### src/rtl/sdram_cmd_arbiter.sv
// SDRAM command scheduler: refresh timer, init/refresh/write/read grant FSM and pin mux.
// Optional macro SDRAM_RR_EN: round-robin write/read tie breaking (default is fixed write-first).
module sdram_cmd_arbiter #(
   parameter int REF_PERIOD = 390,
   parameter int CNT_W      = 9
) (
   input  logic        clk,
   input  logic        rst,
   input  logic        init_done,
   input  logic [3:0]  init_cmd,
   input  logic [12:0] init_addr,
   input  logic        ref_end,
   input  logic [3:0]  ref_cmd,
   input  logic        wr_req,
   input  logic        wr_end,
   input  logic [3:0]  wr_cmd,
   input  logic [12:0] wr_addr,
   input  logic [1:0]  wr_ba,
   input  logic        rd_req,
   input  logic        rd_end,
   input  logic [3:0]  rd_cmd,
   input  logic [12:0] rd_addr,
   input  logic [1:0]  rd_ba,
   output logic        ref_en,
   output logic        wr_en,
   output logic        rd_en,
   output logic        ref_pending,
   output logic        ref_overrun,
   output logic [3:0]  sdram_cmd,
   output logic [12:0] sdram_addr,
   output logic [1:0]  sdram_ba
);

   localparam logic [3:0]       CMD_NOP  = 4'b0111;
   localparam logic [CNT_W-1:0] CNT_LAST = CNT_W'(REF_PERIOD - 1);

   typedef enum logic [2:0] {
      S_IDLE,
      S_ARBIT,
      S_REFRESH,
      S_WRITE,
      S_READ
   } state_t;

   state_t            state_q;
   logic              ref_en_q, wr_en_q, rd_en_q;
   logic [CNT_W-1:0]  ref_cnt_q, ref_cnt_d;
   logic              ref_pending_q, ref_pending_d;
   logic              ref_overrun_q, ref_overrun_d;
   logic              ref_clr, ref_exp;
   logic              grant_wr, grant_rd;
`ifdef SDRAM_RR_EN
   logic              last_wr_q;
`endif

   // Refresh interval timer; a clear on the REFRESH-entry edge beats a coincident expiry.
   always_comb begin
      ref_clr       = (state_q == S_ARBIT) && ref_pending_q;
      ref_exp       = (state_q != S_IDLE) && (ref_cnt_q == CNT_LAST);
      ref_cnt_d     = ref_cnt_q;
      if (state_q != S_IDLE)
         ref_cnt_d = ref_exp ? '0 : ref_cnt_q + CNT_W'(1);
      ref_pending_d = ref_clr ? 1'b0 : (ref_exp ? 1'b1 : ref_pending_q);
      ref_overrun_d = ref_overrun_q | (ref_exp & ref_pending_q & ~ref_clr);
   end

   always_comb begin
`ifdef SDRAM_RR_EN
      grant_wr = wr_req && !(rd_req && last_wr_q);
`else
      grant_wr = wr_req;
`endif
      grant_rd = rd_req && !grant_wr;
   end

   always_ff @(posedge clk) begin
      if (rst) begin
         state_q       <= S_IDLE;
         ref_en_q      <= 1'b0;
         wr_en_q       <= 1'b0;
         rd_en_q       <= 1'b0;
         ref_cnt_q     <= '0;
         ref_pending_q <= 1'b0;
         ref_overrun_q <= 1'b0;
`ifdef SDRAM_RR_EN
         last_wr_q     <= 1'b0;
`endif
      end else begin
         ref_cnt_q     <= ref_cnt_d;
         ref_pending_q <= ref_pending_d;
         ref_overrun_q <= ref_overrun_d;
         case (state_q)
            S_IDLE: if (init_done) state_q <= S_ARBIT;
            S_ARBIT: begin
               if (ref_pending_q) begin
                  state_q  <= S_REFRESH;
                  ref_en_q <= 1'b1;
               end else if (grant_wr) begin
                  state_q  <= S_WRITE;
                  wr_en_q  <= 1'b1;
`ifdef SDRAM_RR_EN
                  last_wr_q <= 1'b1;
`endif
               end else if (grant_rd) begin
                  state_q  <= S_READ;
                  rd_en_q  <= 1'b1;
`ifdef SDRAM_RR_EN
                  last_wr_q <= 1'b0;
`endif
               end
            end
            S_REFRESH: if (ref_end) begin
               state_q  <= S_ARBIT;
               ref_en_q <= 1'b0;
            end
            S_WRITE: if (wr_end) begin
               state_q <= S_ARBIT;
               wr_en_q <= 1'b0;
            end
            S_READ: if (rd_end) begin
               state_q <= S_ARBIT;
               rd_en_q <= 1'b0;
            end
            default: begin
               state_q  <= S_IDLE;
               ref_en_q <= 1'b0;
               wr_en_q  <= 1'b0;
               rd_en_q  <= 1'b0;
            end
         endcase
      end
   end

   // Pins follow the state register directly, so the granted block's command lands this cycle.
   always_comb begin
      sdram_cmd  = CMD_NOP;
      sdram_addr = '0;
      sdram_ba   = '0;
      case (state_q)
         S_IDLE: begin
            sdram_cmd  = init_cmd;
            sdram_addr = init_addr;
         end
         S_REFRESH: sdram_cmd = ref_cmd;
         S_WRITE: begin
            sdram_cmd  = wr_cmd;
            sdram_addr = wr_addr;
            sdram_ba   = wr_ba;
         end
         S_READ: begin
            sdram_cmd  = rd_cmd;
            sdram_addr = rd_addr;
            sdram_ba   = rd_ba;
         end
         default: ;
      endcase
   end

   assign ref_en      = ref_en_q;
   assign wr_en       = wr_en_q;
   assign rd_en       = rd_en_q;
   assign ref_pending = ref_pending_q;
   assign ref_overrun = ref_overrun_q;

endmodule
### config.mk
export PLATFORM = sky130hd
export DESIGN_NAME = sdram_cmd_arbiter
export DESIGN_NICKNAME = d
export VERILOG_FILES = /design/src/rtl/sdram_cmd_arbiter.sv
export SDC_FILE = /design/constraint.sdc
export NUM_CORES = 1
export LEC_CHECK = 0
export ABC_AREA = 1
export CAP_MARGIN = 10
export CELL_PAD_IN_SITES_DETAIL_PLACEMENT = 1
export CELL_PAD_IN_SITES_GLOBAL_PLACEMENT = 2
export CORE_MARGIN = 10
export CORE_UTILIZATION = 17
export CTS_BUF_LIST = sky130_fd_sc_hd__clkbuf_8
export DETAILED_ROUTE_END_ITERATION = 16
export GPL_TIMING_DRIVEN = 1
export HOLD_SLACK_MARGIN = 0.15
export PLACE_DENSITY = 0.94
export SKIP_CTS_REPAIR_TIMING = 1
export SYNTH_ARGS = -nofsm -noshare
export SYNTH_HDL_FRONTEND = slang
export SYNTH_SLANG_ARGS = --single-unit
### constraint.sdc
create_clock -name clk -period 1.7 [get_ports clk]
set_input_delay 0.255 -clock clk [delete_from_list [all_inputs] [get_ports clk]]
set_output_delay 0.255 -clock clk [all_outputs]
set_load 0.01 [all_outputs]
==> results.md <==
- RSZ-0062 raised after global routing: yes
- Area delta synth->final: 102%
- Cell taking the most area after synthesis: sky130_fd_sc_hd__dfxtp_1
- Number of inserted filler cells in the final layout: 958
- Max Fanout on Critical Path: 5
- Number of remaining DRC errors: 0
- DRT Wirelength: between 6000 and 7000 um
- Count of H-tree levels built during CTS: 1
- Max transition margin: 0.752
- Fraction of registers with async set or reset after synthesis: 0
- Total track usage: 0.111
- Share of layout cells above drive strength 1: 0.231
- Wire per inst: roughly 16 um
- Peak supply drop: a little under 0.4 mV
- Post-layout net count: a little over 400
- Minimum clock period after layout: 1650 ps
- Max frequency: 604 MHz
- Critical Path End Type: primary output
- Total die area: between 10000 and 15000 sq um
- Ports placed on the boundary: about 90
- Post-route antenna net violation count: 0
- Clock sink total: 17
- Total nets after synthesis: just under 300
- Synth unique cells: 24
- Insertion delay to the later sink of the worst-skew pair: 260 ps
- Iteration-0 DRC Markers: 37
- Routability congestion estimate from global placement: around 0.80
- Power density relative to cell area: between 1000 and 1500 nW/um^2
- Total power consumption of the routed design: about 0.0032 W
- Startpoint class of the critical path: register
- Maximum count of clock buffers along a single path: 2
- Commonest cells after routing, fill and taps aside: sky130_fd_sc_hd__nand2_1 (77), sky130_fd_sc_hd__clkdlybuf4s50_1 (71), sky130_fd_sc_hd__nor2_1 (26), sky130_fd_sc_hd__nand3_1 (20), sky130_fd_sc_hd__inv_1 (17)
- Count of flip-flops with a built-in enable after synthesis: 0
- Clock root buffer: sky130_fd_sc_hd__clkbuf_8
- Leading post-synthesis cells by cell area: sky130_fd_sc_hd__dfxtp_1 (27%), sky130_fd_sc_hd__nand2_1 (26%), sky130_fd_sc_hd__nand3_1 (9.0%)
- Most common cell after layout, fill and taps aside: sky130_fd_sc_hd__nand2_1
- Yosys synthesis warning count: 0
- Chip Height: roughly 110 um
- Via density per instance: around 4.3
- Via Count: ~1900
- Clock tree skew after final layout: around 0.9 ps
- Initial core utilization: 0.175
- Transition time at the pin with the least slew margin: about 370 ps
- Max capacitance violation total: 0
- Worst path cell trace: nand2_4 > nor2_4 > buf_12 > clkbuf_16 > nand2_1 > nand3_1 > buf_2
- Core Rows: 31
- Most used flip-flop cell after synthesis: sky130_fd_sc_hd__dfxtp_1
- Register bit total from synthesis: 17
- Clock buffer count from CTS: 3
- Wire length of the first global-routing pass: between 10000 and 15000 um
- Core Footprint: around 7300 sq um
- WP buf/inv: 3
- Slew Limit Fails: 0
- Tcrit/Tclk final: 0.973
- Post-synthesis sequential area ratio: 0.266
- Worst path max stage delay: ~390 ps
- Share of the synthesized area in the top cell type: 0.266
- Post-DP HPWL: slightly below 6000 um
- Worst Path Required: roughly 1400 ps
- Final Hold Violating Endpoints: 0
- Number of antenna violations at the first check in global routing: 0
- Worst Hold Margin: between 400 and 500 ps
- Maximum number of pins on one net before global-route repair: 19
- Length of the first detailed-routing pass in iterations: 3
- Min-delay worst type: reg2reg
- Die width: around 110 um
- Cell class contributing the biggest share of worst-path delay: flip-flops
- Residual overflow from global routing: 0
- Crit-path slowest cell: sky130_fd_sc_hd__dfxtp_4
- Run status: completed
- Mean post-synth cell area: 5.71 sq um
- CTS tree: done
- Post-synthesis cell area: 1280 sq um
- Kind of critical path: reg2out
- Final-report setup violation count: 0
- IO buf count: 90
- Critical Path AT: around 1400 ps
- Post-CTS clock slew at the launch and capture registers of the worst setup and hold paths: about 70 ps
- Leak pwr: between 1 and 1.5 nW
- Number of antenna repair diodes: 0
- Cells after Synth: roughly 220
- Via count of the first global-routing pass: a little under 2000
sequential cells by signal (all words and copies together) (netlist names):
| register | count |
|---|---|
| ref_cnt_q | 9 |
| state_q | 3 |
| rd_en | 1 |
| ref_en | 1 |
| ref_overrun | 1 |
| ref_pending | 1 |
| wr_en | 1 |
per-stage QoR:
| step | utilization | instance area [sq um] | worst slack [ps] | setup TNS, ps | std cells |
|---|---|---|---|---|---|
| after global placement | 0.338 | 2460 | -136 | -1850 | 426 |
| after global routing | 0.354 | 2580 | -37.2 | -271 | 433 |
| after detailed placement | 0.338 | 2460 | -195 | -2530 | 426 |
| after CTS | 0.344 | 2510 | -489 | -8090 | 430 |
| after floorplan | - | 1280 | 365 | 0 | 224 |
| final | 0.354 | 2580 | 45.4 | 0 | 433 |
area by class of cell:
class                           count  area [sq um]  share of cell area
Clock buffer                        3          41.3              0.0160
Sequential cell                    17           352               0.136
Multi-Input combinational cell    180           897               0.348
Inverter                           22          92.6              0.0359
Timing Repair Buffer              111          1070               0.414
Clock inverter                      1          5.00             0.00194
Tap cell                           99           124              0.0480
final timing paths:
| check | cells past startpoint | slack, ps | from | end |
|---|---|---|---|---|
| max reg2reg | 8 | 270 | ref_cnt_q[0] | ref_cnt_q[6] |
| min reg2reg | 2 | 460 | ref_en | ref_en |
| min | 2 | 460 | ref_en | ref_en |
| max | 7 | 50 | state_q[0] | sdram_addr[2] |
logic make-up (layout without fill, tap and decap cells):
family                   Yosys count  count (layout)  synth area share
AO/OA/AOI/OAI                     23              23             0.103
adder cells (fa/ha/maj)            2               2            0.0196
flip-flops                        17              17             0.266
AND/OR/NAND/NOR                  154             154             0.519
buffers and inverters             27             137            0.0861
XOR/XNOR                           1               1           0.00685
worst reg2reg max path: cells and delay by family, from the launching register on:
family	cells	cell delay, ps
fa+ha+maj	1	170
buf+inv	2	130
flops	1	380
simple gates	5	660
synthesized netlist by cell type (3+ instances only):
master and number:
sky130_fd_sc_hd__a21oi_1 12, sky130_fd_sc_hd__buf_2 4, sky130_fd_sc_hd__dfxtp_1 17, sky130_fd_sc_hd__inv_1 18, sky130_fd_sc_hd__inv_2 4, sky130_fd_sc_hd__nand2_1 87, sky130_fd_sc_hd__nand3_1 23, sky130_fd_sc_hd__nand3_2 3
sky130_fd_sc_hd__nor2_1 28, sky130_fd_sc_hd__nor2_2 3, sky130_fd_sc_hd__nor3_1 5, sky130_fd_sc_hd__o21ai_0 3
power breakdown:
group | total (W) | switching [W] | leakage, nW | internal, W
sequential | 0.000591 | 0.000101 | 0.140 | 0.000490
combinational | 0.00229 | 0.00124 | 0.989 | 0.00105
clock | 0.000314 | 0.000150 | 0.0255 | 0.000163
total | 0.00319 | 0.00149 | 1.15 | 0.00170
routing by layer:
| layer | global-route usage | share of wire | up-vias |
|---|---|---|---|
| met5 | 0 | 0 | - |
| met4 | 0.0232 | 0.0069 | 0 |
| met3 | 0.0353 | 0.083 | 5 |
| met2 | 0.180 | 0.43 | 85 |
| met1 | 0.141 | 0.48 | 857 |
| li1 | - | - | 935 |
Note: power is estimated with default switching activity, not from simulation.
